[config.mk]
export PLATFORM = sky130hd
export DESIGN_NAME = dic_ctrl_fsm
export DESIGN_NICKNAME = d
export VERILOG_FILES = /design/src/rtl/dic_pkg.sv /design/src/rtl/sec_tick_gen.sv /design/src/rtl/dic_ctrl_fsm.sv
export SDC_FILE = /design/constraint.sdc
export NUM_CORES = 1
export LEC_CHECK = 0
export BUFFER_PORTS_ARGS = -buffer_cell sky130_fd_sc_hd__buf_4
export CAP_MARGIN = 20
export CORE_ASPECT_RATIO = 1.4
export CORE_MARGIN = 2
export CORE_UTILIZATION = 50
export CTS_CLUSTER_SIZE = 40
export DETAILED_ROUTE_END_ITERATION = 6
export GPL_TIMING_DRIVEN = 0
export PLACE_DENSITY = 0.69
export SLEW_MARGIN = 20
export SYNTH_ARGS = -nofsm -noshare
export SYNTH_HDL_FRONTEND = slang
export SYNTH_SLANG_ARGS = --single-unit
export TNS_END_PERCENT = 50
[constraint.sdc]
create_clock -name clk -period 3.1 [get_ports clk]
set_input_delay 0.62 -clock clk [delete_from_list [all_inputs] [get_ports clk]]
set_output_delay 0.62 -clock clk [all_outputs]
set_load 0.05 [all_outputs]
[src/rtl/dic_pkg.sv]
// dic_pkg: shared constants for the clock control stage.
//   - 3-bit FSM state encoding and the state_t enum built on it
//   - ASCII codes for the command keys and the digit range
//   - fold_case(): maps 'A'-'Z' onto 'a'-'z', leaves everything else alone
package dic_pkg;

    localparam logic [2:0] S_STOP  = 3'd0;
    localparam logic [2:0] S_RUN   = 3'd1;
    localparam logic [2:0] S_LD_MT = 3'd2;
    localparam logic [2:0] S_LD_MO = 3'd3;
    localparam logic [2:0] S_LD_ST = 3'd4;
    localparam logic [2:0] S_LD_SO = 3'd5;

    typedef enum logic [2:0] {
        STOP  = S_STOP,
        RUN   = S_RUN,
        LD_MT = S_LD_MT,
        LD_MO = S_LD_MO,
        LD_ST = S_LD_ST,
        LD_SO = S_LD_SO
    } state_t;

    localparam logic [7:0] ASC_R = 8'h72;  // 'r'
    localparam logic [7:0] ASC_S = 8'h73;  // 's'
    localparam logic [7:0] ASC_L = 8'h6c;  // 'l'
    localparam logic [7:0] ASC_N = 8'h6e;  // 'n'
    localparam logic [7:0] ASC_0 = 8'h30;  // '0'
    localparam logic [7:0] ASC_9 = 8'h39;  // '9'

    function automatic logic [7:0] fold_case(input logic [7:0] c);
        if (c >= 8'h41 && c <= 8'h5a) return c | 8'h20;
        return c;
    endfunction

endpackage

[src/rtl/sec_tick_gen.sv]
// sec_tick_gen: free-running one-second timebase.
//   clk, rst  : clock, asynchronous active-low reset
//   strb      : one-cycle strobe at the start of every second
//   pulse     : high for the first half of every second
// The counter wraps 0..CLKS_PER_SEC-1 and never stops. strb is the registered
// wrap condition, so the first strobe lands CLKS_PER_SEC edges after reset
// release; pulse is registered from the next count so it lines up with strb
// (high for the cycle of strb and the following CLKS_PER_SEC/2-1 cycles).
module sec_tick_gen #(
    parameter int CLKS_PER_SEC = 100_000_000,
    parameter int CNT_W        = 27
) (
    input  logic clk,
    input  logic rst,
    output logic strb,
    output logic pulse
);

    localparam logic [CNT_W-1:0] LAST = CNT_W'(CLKS_PER_SEC - 1);
    localparam logic [CNT_W-1:0] HALF = CNT_W'(CLKS_PER_SEC / 2);

    logic [CNT_W-1:0] cnt;
    logic [CNT_W-1:0] cnt_nxt;

    assign cnt_nxt = (cnt == LAST) ? '0 : cnt + CNT_W'(1);

    always_ff @(posedge clk or negedge rst) begin
        if (!rst) begin
            cnt   <= '0;
            strb  <= 1'b0;
            pulse <= 1'b0;
        end else begin
            cnt   <= cnt_nxt;
            strb  <= (cnt == LAST);
            pulse <= (cnt_nxt < HALF);
        end
    end

endmodule

[src/rtl/dic_ctrl_fsm.sv]
// dic_ctrl_fsm: control stage in front of the clock datapath.
//   clk, rst                 : clock, asynchronous active-low reset
//   key_vld, key_code[7:0]   : one-cycle ASCII keystroke
//   o_oneSecStrb/Pluse       : one-second strobe and 50% pulse
//   dicRun                   : datapath counts while high (RUN state)
//   dicSelectLEDdisp         : one-cycle pulse on 'n'
//   ldMtens..ldSones, ld_num : one-cycle digit load pulses and digit value
//   dic_loading              : high while in any LD_* state
// Keys are case-folded and decoded combinationally; state and every output
// are registered together, so all key effects appear one cycle after key_vld.
module dic_ctrl_fsm
    import dic_pkg::*;
#(
    parameter int CLKS_PER_SEC = 100_000_000,
    parameter int CNT_W        = 27
) (
    input  logic       clk,
    input  logic       rst,
    input  logic       key_vld,
    input  logic [7:0] key_code,
    output logic       o_oneSecStrb,
    output logic       o_oneSecPluse,
    output logic       dicRun,
    output logic       dicSelectLEDdisp,
    output logic       ldMtens,
    output logic       ldMones,
    output logic       ldStens,
    output logic       ldSones,
    output logic [3:0] ld_num,
    output logic       dic_loading
);

    sec_tick_gen #(
        .CLKS_PER_SEC(CLKS_PER_SEC),
        .CNT_W       (CNT_W)
    ) u_tick (
        .clk  (clk),
        .rst  (rst),
        .strb (o_oneSecStrb),
        .pulse(o_oneSecPluse)
    );

    logic [7:0] key;
    logic       is_dig;
    logic [3:0] dig;

    assign key    = fold_case(key_code);
    assign is_dig = (key >= ASC_0) && (key <= ASC_9);
    assign dig    = key[3:0];  // '0'..'9' are 0x30..0x39

    state_t     state, nxt;
    logic [3:0] ld_nxt;   // one-hot {Mtens, Mones, Stens, Sones}
    logic       sel_nxt;

    // 'r', 's' and 'l' behave the same from every state (RUN stays RUN on 'r',
    // STOP stays STOP on 's'), so only digits depend on the current state.
    always_comb begin
        nxt     = state;
        ld_nxt  = '0;
        sel_nxt = 1'b0;
        if (key_vld) begin
            if (key == ASC_N) begin
                sel_nxt = 1'b1;
            end else if (key == ASC_R) begin
                nxt = RUN;
            end else if (key == ASC_S) begin
                nxt = STOP;
            end else if (key == ASC_L) begin
                nxt = LD_MT;
            end else if (is_dig) begin
                case (state)
                    LD_MT: if (dig <= 4'd5) begin ld_nxt = 4'b1000; nxt = LD_MO; end
                    LD_MO: begin ld_nxt = 4'b0100; nxt = LD_ST; end
                    LD_ST: if (dig <= 4'd5) begin ld_nxt = 4'b0010; nxt = LD_SO; end
                    LD_SO: begin ld_nxt = 4'b0001; nxt = STOP; end
                    default: ;
                endcase
            end
        end
    end

    always_ff @(posedge clk or negedge rst) begin
        if (!rst) begin
            state            <= STOP;
            dicRun           <= 1'b0;
            dicSelectLEDdisp <= 1'b0;
            ldMtens          <= 1'b0;
            ldMones          <= 1'b0;
            ldStens          <= 1'b0;
            ldSones          <= 1'b0;
            ld_num           <= '0;
            dic_loading      <= 1'b0;
        end else begin
            state            <= nxt;
            dicRun           <= (nxt == RUN);
            dicSelectLEDdisp <= sel_nxt;
            {ldMtens, ldMones, ldStens, ldSones} <= ld_nxt;
            ld_num           <= (|ld_nxt) ? dig : 4'd0;
            dic_loading      <= (nxt == LD_MT) || (nxt == LD_MO) ||
                                (nxt == LD_ST) || (nxt == LD_SO);
        end
    end

endmodule

# Word level (Yosys, flattened, before mapping)
# Cells that the tools add are included.
[word_totals] regBits=43 inputBits=11 output_inout_bits=13 elab_cells=64
[classes] n_addsub=1 order_cmp=6 eq_ne=14 n_mux=25 reduce_logical=6
[ops] op="8-bit by 7-bit == test with 1-bit output, second input constant" n=4
[ops] op="4-bit 2-to-1 mux" n=8
[ops] op="27-bit by 1-bit adder with 27-bit output, second input constant" n=1
[ops] op="27-bit == test, second input constant" n=1
[ops] op="27-bit by 26-bit < comparator with 1-bit output, second input constant" n=1
[ops] op="27-bit 2-to-1 mux" n=1
[ops] op="3-bit 2-to-1 mux" n=8
[ops] op="8-bit 2-to-1 mux" n=2
[ops] op="4-bit case mux with 4 select lines" n=1
[ops] op="3-bit by 2-bit == test with 1-bit output, second input constant" n=4
[ops] op="3-bit == test, second input constant" n=4
[ops] op="3-bit case mux with 4 select lines" n=1
[ops] op="8-bit by 6-bit >= comparator with 1-bit output, second input constant" n=1
[ops] op="8-bit by 7-bit >= comparator with 1-bit output, second input constant" n=1
[ops] op="8-bit by 6-bit <= comparator with 1-bit output, second input constant" n=1
[ops] op="8-bit by 7-bit <= comparator with 1-bit output, second input constant" n=1
[ops] op="4-bit by 3-bit <= comparator with 1-bit output, second input constant" n=1
[ops] op="4-bit OR reduction" n=1
[ops] op="3-bit by 1-bit == test with 1-bit output, second input constant" n=1
[ops] op="1-bit logical OR" n=3
[ops] op="1-bit 2-to-1 mux" n=3
[ops] op="1-bit logical AND" n=2
[ops] op="2-bit 2-to-1 mux" n=1

# Logic depth before layout (Yosys ltp)
# Gate-level depths: netlist (run 1).
[depth] depth_word=17 depth_mapped=10 mapped_depth_nobuf=8

# Cells and area by module
# From an unflattened synthesis (run 1), not the netlist that was laid out.
[hier_totals] hier_cells=227 area_unflattened_um2=2329.7
[by_module_without_submodules] mod="sec_tick_gen" instances=1 cells_per_inst=166 area_each_um2=1654.1
[by_module_without_submodules] mod="dic_ctrl_fsm" instances=1 cells_per_inst=61 area_each_um2=675.6

# Worst setup path after synthesis (run 1)
# No wires, ideal clock.
[synth_timing] kind="register to register" start="register u_tick.cnt[0]" end="register u_tick.pulse" setup_time_ns=0.128 arrival_ns=2.315 t_required_ns=2.972 path_slack_ns=0.657 stages_incl_launch_ff=9 n_path_buf=0 period_less_slack_ns=2.443 path_cell_list="dfrtp_1 > ha_1 > nand3_4 > or4_4 > or4b_1 > a21oi_1 > a31oi_1 > o311ai_2 > nand2_1"
[synth_between] elab_chain_cells=3 elab_cells_between_ends=4 cone_classes="add/sub (1); order compare (1); eq/ne (1); mux (1)"
[synth_rtl] item="start, declared" line_no="sec_tick_gen.sv:22" source="logic [CNT_W-1:0] cnt;"
[synth_rtl] item="start signal, assigned" line_no="sec_tick_gen.sv:33" source="cnt <= cnt_nxt;"
[synth_rtl] item="27-bit by 1-bit adder with 27-bit output / 27-bit == test (equally long branches)" line_no="sec_tick_gen.sv:25" source="assign cnt_nxt = (cnt == LAST) ? '0 : cnt + CNT_W'(1);"
[synth_rtl] item="27-bit 2-to-1 mux *" line_no="sec_tick_gen.sv:25"
[synth_rtl] item="27-bit by 26-bit < comparator with 1-bit output *" line_no="sec_tick_gen.sv:35" source="pulse <= (cnt_nxt < HALF);"
[synth_rtl] item="end signal, assigned" line_no="sec_tick_gen.sv:35"
[synth_rtl] item="end, declared" line_no="sec_tick_gen.sv:16" source="output logic pulse"
# Every way passes the cells marked *; elsewhere a longest branch is shown, timed or not.

# Worst setup path in the final report (run 1)
# Same ends and word-level chain as after synthesis.

==> results.txt, run 1 <==
drt drc = 0
top_reg_cell synth = dfrtp_1
drt total wl = 5002 um
WP data arrival = 2.79 ns
Cell Count, Final, Fillers Out = 338
IO buf count = 22
die footprint = 0.005423 sq mm
root buffer cell = clkbuf_8
CTS H-tree depth = 2
syn_area_per_cell = 9.922 sq um
Via-to-Cell Ratio = 5.657
P&R area growth vs syn = 14.99%
Synth Instances = 244
CTS tree = done
layout cells sized above 1 = 0.1715
Worst Hold Class = input port to asynchronous set/reset pin
RR Startpoint = u_tick.cnt[0]$_DFF_PN0_
maxcap violations = 0
count of cell types in the netlist = 54
clock skew = 0.007182 ns
DIE WIDTH = 62.81 um
Antenna Cells = 0
via count of the routed design = 1,912
first-pass detailed-route iteration total = 4
Max FO, Critical Path = 6
GRT Residual Overflow = 0
Seq/Total Area, Yosys = 0.4444
placed standard-cell area = 0.002666 sq mm
Routed wire per std cell = 14.80 um
Final nets = 285
setup repair bufs after CTS = 0
antenna violations before repair = 0
largest net degree at the start of global routing = 44
FF-to-FF setup slack = 0.49 ns
worst-margin pin slew = 0.5666 ns
yosys warns = 0
routability cong. = 0.8241
Resize count post-CTS = 0
unrepaired setup endpoints after global routing = false
placed cell count = 330
synthesized cell area = 0.002421 sq mm
IO Count = 24
crit path time final = 2.607 ns
Max-slew headroom = 0.6194
Finish-stage setup viols = 0
final setup TNS = 0 ns
CP Launch Point = u_tick.cnt[0]$_DFF_PN0_
CTS Hold Bufs = 0
cell area power density = 400.3 mW/mm^2
run status = finished, final reports clean
later-pin clock latency in the skew report = 0.30 ns
Synth Register Bits = 43
clk sink count = 43
Worst IR Drop VDD = 0.2912 mV
data required time at the worst endpoint = 3.29 ns
All-Layer GR Usage = 0.2057
die height = 86.34 um
Max Clk Rate = 383.6 MHz
first-pass GRT wire length = 8687 um
FFs w/ async S/R, synth = 1.000
Core Box Area = 0.004767 sq mm
Final Slew Violations = 0
CP Launch Type = flop
DR iter-0 viols = 92
commonest non-fill, non-tap cell in the layout = dfrtp_1
worst-case clock buffer depth = 2
clock-pin transition on the worst setup and hold timing paths = 0.08 ns
post-route ant nets = 0
post-synthesis net count = 256
Hold Vio Cnt, Final = 0
Crit Path Class = flop to flop
vias in the first global route = 1,851
CTS Buf Count = 5
HPWL Detailed = 3650 um
most frequent cells in the layout = dfrtp_1 (43), nor2_1 (24), buf_4 (23), nand2_1 (16), xnor2_1 (13)
post-route clock period utilization = 0.8408
Leakage = 1.246 nW
Setup crit end kind = flop
Tot Pwr = 1.114 mW
Site Rows = 30
number of flops mapped to enable cells by yosys = 0
design area = 0.002784 sq mm
Starting Density = 0.5079
## metrics by stage
stage                     hold WS (ns)  utilization  setup WS, ns
after floorplan                 0.3244            -        0.6574
after global placement          0.4787       0.5593        0.5044
after detailed placement        0.4927       0.5593        0.4992
after CTS                       0.3123       0.5840        0.4884
after global routing            0.3312       0.5840        0.3151
final                           0.2929       0.5840        0.4934
## layout make-up
type / count / area, sq um
Fill cell: 450 / 1983
Inverter: 8 / 30.03
Buffer: 12 / 71.32
Clock inverter: 2 / 35.03
Multi-Input combinational cell: 181 / 1244
Tap cell: 64 / 80.08
Sequential cell: 43 / 1076
Timing Repair Buffer: 22 / 165.2
Clock buffer: 6 / 82.58
## critical path, stage by stage, from the launching register on
cell and delay [ns]:
dfrtp_1 0.40, ha_1 0.30, nand3_4 0.14, or4_4 0.59, or4b_1 0.52, a21oi_1 0.15
a31oi_1 0.06, o311ai_2 0.26, nand2_1 0.07
## final timing paths
check,end,cells after the start
worst max-delay path,u_tick.pulse$_DFF_PN0_,8
worst min-delay path,u_tick.cnt[7]$_DFF_PN0_,1
worst max register to register,u_tick.pulse$_DFF_PN0_,8
worst min register to register,u_tick.cnt[0]$_DFF_PN0_,1
max in group asynchronous,u_tick.cnt[21]$_DFF_PN0_,1
min in group clk,u_tick.cnt[0]$_DFF_PN0_,1
## Yosys cell counts (3+ instances only)
master    count  area, sq um
dfrtp_1      43         1076
nor2_1       24        90.09
nand2_1      16        60.06
xnor2_1      13        113.9
nand3_1      12        60.06
xor2_1       11        96.34
nand4_1       9        56.30
a21oi_1       8        40.04
and3_1        8        50.05
clkbuf_1      8        30.03
inv_1         8        30.03
o21ai_1       7        35.03
nor4_1        6        37.54
o21ai_0       6        30.03
and2_1        5        31.28
and4_1        4        35.03
a31oi_1       3        18.77
buf_6         3        33.78
nand3_4       3        52.55
nor2b_1       3        18.77
nor4b_1       3        26.28
## logic make-up after synthesis
family	after synthesis	share of synthesized area
AOI/OAI and AO/OA	41	0.1142
xor gates and xnor gates	24	0.08682
adders and majority gates	1	0.005167
buffers and inverters	20	0.04186
DFF	43	0.4444
muxes	2	0.01033
and+or+nand+nor	113	0.2972
## sequential cells by signal, summed over array words and instances (netlist names)
register and cells:
state 3, dicSelectLEDdisp 1, dic_loading 1, ldMones 1
ldMtens 1, u_tick.cnt 27, ldStens 1, ld_num 4
u_tick.strb 1, dicRun 1, ldSones 1, u_tick.pulse 1
## per-layer routing
metal	wire length, um	global-route usage	part of all wire	vias to the layer above
met2	2596	0.3558	0.52	42
li1	-	-	-	946
met3	146	0.03506	0.029	11
met5	0	0	0	-
met4	155	0.1152	0.031	0
met1	2103	0.2432	0.42	913
## power by group
| group | total [mW] | internal (mW) | switching, mW |
|---|---|---|---|
| registers | 0.576 | 0.569 | 0.00772 |
| clock network | 0.456 | 0.261 | 0.195 |
| logic | 0.0819 | 0.0287 | 0.0532 |
(Power assumes the default switching activity.)
==> inputs of run 2 (changes only) <==
--- a/config.mk
+++ b/config.mk
@@ -5,6 +5,7 @@
 export SDC_FILE = /design/constraint.sdc
 export NUM_CORES = 1
 export LEC_CHECK = 0
+export ABC_AREA = 1
 export BUFFER_PORTS_ARGS = -buffer_cell sky130_fd_sc_hd__buf_4
 export CAP_MARGIN = 20
 export CORE_ASPECT_RATIO = 1.4
@@ -13,7 +14,7 @@
 export CTS_CLUSTER_SIZE = 40
 export DETAILED_ROUTE_END_ITERATION = 6
 export GPL_TIMING_DRIVEN = 0
-export PLACE_DENSITY = 0.69
+export PLACE_DENSITY = 0.71
 export SLEW_MARGIN = 20
 export SYNTH_ARGS = -nofsm -noshare
 export SYNTH_HDL_FRONTEND = slang
==> constraint.sdc (replaced) <==
create_clock -name clk -period 2.3 [get_ports clk]
set_input_delay 0.46 -clock clk [delete_from_list [all_inputs] [get_ports clk]]
set_output_delay 0.46 -clock clk [all_outputs]
set_load 0.05 [all_outputs]
==> results.txt, run 2 <==
CP Launch Type = flop
Layout fillers = 526
final setup TNS = 0 ns
All-Layer GR Usage = 0.2539
DR iter-0 viols = 126
Leakage = 1.540 nW
HPWL Detailed = 5380 um
clock-pin transition on the worst setup and hold timing paths = 0.08 ns
IO buf count = 23
Commonest cells post-synth = nand2_1 (126), nor2_1 (73), inv_1 (54), dfrtp_1 (43), nand3_1 (34)
cell area power density = 507.4 mW/mm^2
layout cells sized above 1 = 0.1281
dominant cell by count in the synthesized netlist = nand2_1
Finish-stage setup viols = 0
WP data arrival = 2.25 ns
first-pass GRT wire length = 11,690 um
FFs w/ async S/R, synth = 1.000
Worst Hold Class = input port to asynchronous set/reset pin
drt drc = 0
Crit Path Class = flop to flop
root buffer cell = clkbuf_8
IO Count = 24
die footprint = 0.006047 sq mm
post-synth top area cell = dfrtp_1
placed cell count = 494
later-pin clock latency in the skew report = 0.29 ns
synthesized cell area = 0.002716 sq mm
post-route clock period utilization = 0.8969
routability cong. = 0.9420
die height = 91.21 um
Site Rows = 31
largest registers = u_tick.cnt (27), ld_num (4), state (3)
yosys warns = 0
run status = finished, final reports clean
Max FO, Critical Path = 8
maxcap violations = 0
drt total wl = 6860 um
DIE WIDTH = 66.30 um
most frequent cells in the layout = nand2_1 (126), nor2_1 (73), inv_1 (54), dfrtp_1 (42), nand3_1 (34)
post-synthesis net count = 417
clock skew = 0.003886 ns
unrepaired setup endpoints after global routing = false
Antenna Cells = 0
worst-margin pin slew = 0.5380 ns
largest net degree at the start of global routing = 44
Synth Register Bits = 43
Synth Instances = 405
CTS tree = done
Core Box Area = 0.005197 sq mm
Cell Count, Final, Fillers Out = 503
CTS H-tree depth = 2
top_reg_cell synth = dfrtp_1
Biggest register = u_tick.cnt
share of the synthesized area in the top cell type = 0.3961
max reg flops = 27
GRT Residual Overflow = 0
Routed wire per std cell = 13.64 um
vias in the first global route = 2,726
CTS Hold Bufs = 0
Max-slew headroom = 0.6413
via count of the routed design = 2,571
ranking of synthesized cells by area = dfrtp_1 (40%), nand2_1 (17%), nor2_1 (10%)
antenna violations before repair = 0
commonest non-fill, non-tap cell in the layout = nand2_1
number of flops mapped to enable cells by yosys = 0
Via-to-Cell Ratio = 5.111
Final nets = 449
Max Clk Rate = 484.8 MHz
Worst IR Drop VDD = 0.4066 mV
first-pass detailed-route iteration total = 4
crit path time final = 2.063 ns
Hold Vio Cnt, Final = 0
Setup crit end kind = flop
reg2reg path depth = 12
Seq/Total Area, Yosys = 0.3961
worst-case clock buffer depth = 2
count of cell types in the netlist = 25
syn_area_per_cell = 6.707 sq um
Final Slew Violations = 0
data required time at the worst endpoint = 2.49 ns
clk sink count = 43
post-route ant nets = 0
P&R area growth vs syn = 14.56%
CTS Buf Count = 5
Starting Density = 0.5226
[run 2: layout make-up]
class,instances,area [sq um],share of cell area
multi-input cells,305,1436,0.4616
flip-flops and latches,43,1077,0.3462
inverters,56,210.2,0.06755
repair buffers,25,187.7,0.06031
well taps,66,82.58,0.02654
clock buffers,5,68.82,0.02212
clock inverters,2,37.54,0.01206
plain buffers,1,11.26,0.003619
[run 2: cells by family after synthesis]
| kind of cell | Yosys count | share of synthesized area |
|---|---|---|
| compound gates | 17 | 0.03731 |
| buf+inv | 57 | 0.08153 |
| fa+ha+maj | 1 | 0.004605 |
| xor+xnor | 12 | 0.03869 |
| simple gates | 275 | 0.4417 |
| flops | 43 | 0.3961 |
[run 2: worst paths after layout]
check                           slack, ns                      end               startpoint
max in group asynchronous            1.78  u_tick.cnt[0]$_DFF_PN0_                      rst
worst max-delay path                 0.24   u_tick.pulse$_DFF_PN0_  u_tick.cnt[0]$_DFF_PN0_
worst min-delay path                 0.13  u_tick.cnt[3]$_DFF_PN0_                      rst
worst min register to register       0.53  u_tick.cnt[4]$_DFF_PN0_  u_tick.cnt[4]$_DFF_PN0_
worst max register to register       0.24   u_tick.pulse$_DFF_PN0_  u_tick.cnt[0]$_DFF_PN0_
min in group clk                     0.45      ld_num[2]$_DFF_PN0_              key_code[2]
[run 2: timing repair]
item                       CTS  global route
hold endpoints to repair     0             0
gates resized for setup      3             1
setup endpoints to repair    1             1
cloned                       0             0
setup buffers                0             2
pin swaps                    0             1
[run 2: per-layer routing]
metal | global-route usage | up-vias | routed length [um]
li1 | - | 1331 | -
met1 | 0.2526 | 1165 | 2586
met2 | 0.4825 | 53 | 3797
met3 | 0.03222 | 22 | 180
met4 | 0.1395 | 0 | 295
met5 | 0 | - | 0
[run 2: through the flow]
stage	util	hold slack, ns	setup slack [ns]	cell area (sq um)	total power, mW
final	0.5987	0.1312	0.2372	3112	1.579
after global routing	0.5987	0.1806	0.02693	3112	1.652
after CTS	0.5939	0.1630	0.04252	3087	1.591
after detailed placement	0.5717	0.4856	-0.1281	2972	1.012
after global placement	0.5717	0.4827	-0.1361	2972	1.009
after floorplan	-	0.1644	0.4414	2716	0.9340
[run 2: power by group]
group / switching (mW) / total, mW / leakage, nW / internal (mW)
Clock: 0.264 / 0.582 / 0.0502 / 0.318
Sequential: 0.0208 / 0.796 / 0.571 / 0.776
Combinational: 0.141 / 0.201 / 0.918 / 0.0593
[run 2: critical path, stage by stage (launching register included)]
cell and delay (ns):
dfrtp_2 0.46, ha_4 0.20, inv_1 0.09, nor2_4 0.13
nand2_4 0.09, nor2_1 0.19, nand2_2 0.17, nand3_1 0.15
nand2_1 0.06, nor2_1 0.11, nand2_1 0.09, nor3_2 0.16
nor2_1 0.06
==> inputs of run 3 (changes only) <==
--- a/config.mk
+++ b/config.mk
@@ -5,7 +5,6 @@
 export SDC_FILE = /design/constraint.sdc
 export NUM_CORES = 1
 export LEC_CHECK = 0
-export ABC_AREA = 1
 export BUFFER_PORTS_ARGS = -buffer_cell sky130_fd_sc_hd__buf_4
 export CAP_MARGIN = 20
 export CORE_ASPECT_RATIO = 1.4
@@ -14,7 +13,7 @@
 export CTS_CLUSTER_SIZE = 40
 export DETAILED_ROUTE_END_ITERATION = 6
 export GPL_TIMING_DRIVEN = 0
-export PLACE_DENSITY = 0.71
+export PLACE_DENSITY = 0.72
 export SLEW_MARGIN = 20
 export SYNTH_ARGS = -nofsm -noshare
 export SYNTH_HDL_FRONTEND = slang
==> results.txt, run 3 (same netlist as run 1, synthesis figures left out) <==
Site Rows = 30
routability cong. = 0.8492
design area = 0.002967 sq mm
Final Slew Violations = 0
CTS Hold Bufs = 0
data required time at the worst endpoint = 2.49 ns
clock skew = 0.009243 ns
Biggest register = u_tick.cnt
run status = finished, final reports clean
root buffer cell = clkbuf_8
P&R area growth vs syn = 22.53%
antenna violations before repair = 0
Routed wire per std cell = 14.85 um
later-pin clock latency in the skew report = 0.30 ns
most frequent cells in the layout = buf_4 (40), dfrtp_1 (36), nor2_1 (24), nand2_1 (16), xnor2_1 (12)
CP Launch Type = flop
die height = 86.34 um
Hold Vio Cnt, Final = 0
Max Clk Rate = 442.0 MHz
All-Layer GR Usage = 0.2104
DIE WIDTH = 62.81 um
IO buf count = 22
Finish-stage setup viols = 0
vias in the first global route = 1,968
Tot Pwr = 1.590 mW
Worst Hold Class = input port to asynchronous set/reset pin
HPWL Detailed = 3616 um
via count of the routed design = 2,032
Final nets = 301
placed standard-cell area = 0.002679 sq mm
IO Count = 24
post-route ant nets = 0
Worst IR Drop VDD = 0.3527 mV
Multi-input gate area = 0.001274 sq mm
Crit Path Class = flop to flop
crit path time final = 2.263 ns
CTS Buf Count = 5
first-pass GRT wire length = 8956 um
max reg flops = 27
dpl ws = -0.1427 ns
GRT Residual Overflow = 0
clk sink count = 43
die footprint = 0.005423 sq mm
first-pass detailed-route iteration total = 4
drt total wl = 5256 um
worst-margin pin slew = 0.5205 ns
reg2reg path depth = 8
Max-slew headroom = 0.6530
drt drc = 0
Leakage = 1.339 nW
Starting Density = 0.5079
worst-case clock buffer depth = 2
commonest non-fill, non-tap cell in the layout = buf_4
Setup crit end kind = flop
layout cells sized above 1 = 0.2621
WP data arrival = 2.45 ns
Antenna Cells = 0
Layout fillers = 413
Final WS setup = 0.03735 ns
largest registers = u_tick.cnt (27), ld_num (4), state (3)
final hold slack = 0.1302 ns
DR iter-0 viols = 112
unrepaired setup endpoints after global routing = true
largest net degree at the start of global routing = 44
Core Box Area = 0.004767 sq mm
cell area power density = 535.8 mW/mm^2
Register Area = 0.001085 sq mm
maxcap violations = 0
CTS H-tree depth = 2
post-route clock period utilization = 0.9838
clock-pin transition on the worst setup and hold timing paths = 0.09 ns
CTS tree = done
Max FO, Critical Path = 2
Via-to-Cell Ratio = 5.740
run 3: cell types whose count changed in the layout (fill, tap and decap cells not counted), moves of 6 or more:
| cell | change |
|---|---|
| xnor2_1 | +10 |
| buf_4 | +15 |
| nand2_2 | -7 |
| clkbuf_1 | +6 |
| dfrtp_1 | -6 |
| dfrtp_2 | +6 |
| nor2_1 | -49 |
| and3_1 | +8 |
| nor3_1 | -8 |
| o21ai_1 | +7 |
| nand2_1 | -110 |
| nand3_1 | -23 |
| inv_1 | -46 |
run 3: worst paths after layout:
| path | start | to | slack, ns |
|---|---|---|---|
| setup / recovery | u_tick.cnt[0]$_DFF_PN0_ | u_tick.pulse$_DFF_PN0_ | 0.04 |
| hold / removal | rst | u_tick.cnt[20]$_DFF_PN0_ | 0.13 |
| setup reg to reg | u_tick.cnt[0]$_DFF_PN0_ | u_tick.pulse$_DFF_PN0_ | 0.04 |
| hold reg to reg | state[2]$_DFF_PN0_ | ldMtens$_DFF_PN0_ | 0.52 |
| max in group asynchronous | rst | u_tick.cnt[14]$_DFF_PN0_ | 1.78 |
| min in group clk | key_code[0] | ld_num[0]$_DFF_PN0_ | 0.41 |
run 3: per-stage QoR:
step                setup TNS, ns  std cells    util
detailed placement         -1.704        330  0.5619
CTS                             0        349  0.6105
global route             -0.05295        354  0.6223
floorplan                       0        244       -
global placement          -0.9025        330  0.5619
finish                          0        354  0.6223
run 3: worst max-delay path: stages (launching register included):
cell,delay (ns)
dfrtp_1,0.40
ha_4,0.16
nand3_4,0.07
or4_4,0.50
or4b_1,0.54
a21oi_1,0.14
a31oi_1,0.06
o311ai_2,0.21
nand2_1,0.07
run 3: power breakdown:
part | switching (mW) | total (mW) | leakage (nW) | internal [mW]
combinational | 0.0691 | 0.108 | 0.706 | 0.0387
sequential | 0.0109 | 0.777 | 0.568 | 0.767
clock | 0.271 | 0.704 | 0.0644 | 0.433
total | 0.351 | 1.59 | 1.34 | 1.24
run 3: metal layers:
layer	track usage	share of wire	vias up
li1	-	-	973
met1	0.2343	0.38	980
met2	0.3773	0.54	63
met3	0.03766	0.042	16
met4	0.1212	0.035	0
met5	0	0	-
run 3: final cells by class:
| type | instances | area share |
|---|---|---|
| Inverter | 8 | 0.01012 |
| Multi-Input combinational cell | 181 | 0.4294 |
| Clock buffer | 5 | 0.02320 |
| Tap cell | 64 | 0.02699 |
| Timing Repair Buffer | 39 | 0.09869 |
| Sequential cell | 43 | 0.3657 |
| Buffer | 11 | 0.02320 |
| Clock inverter | 3 | 0.02278 |
run 3: repair_timing:
item,4_1_cts,5_1_grt
endpoints found under the hold margin,0,0
setup endpoints to repair,11,11
gates resized for setup,7,4
pin swaps,6,2
buffers inserted,12,5
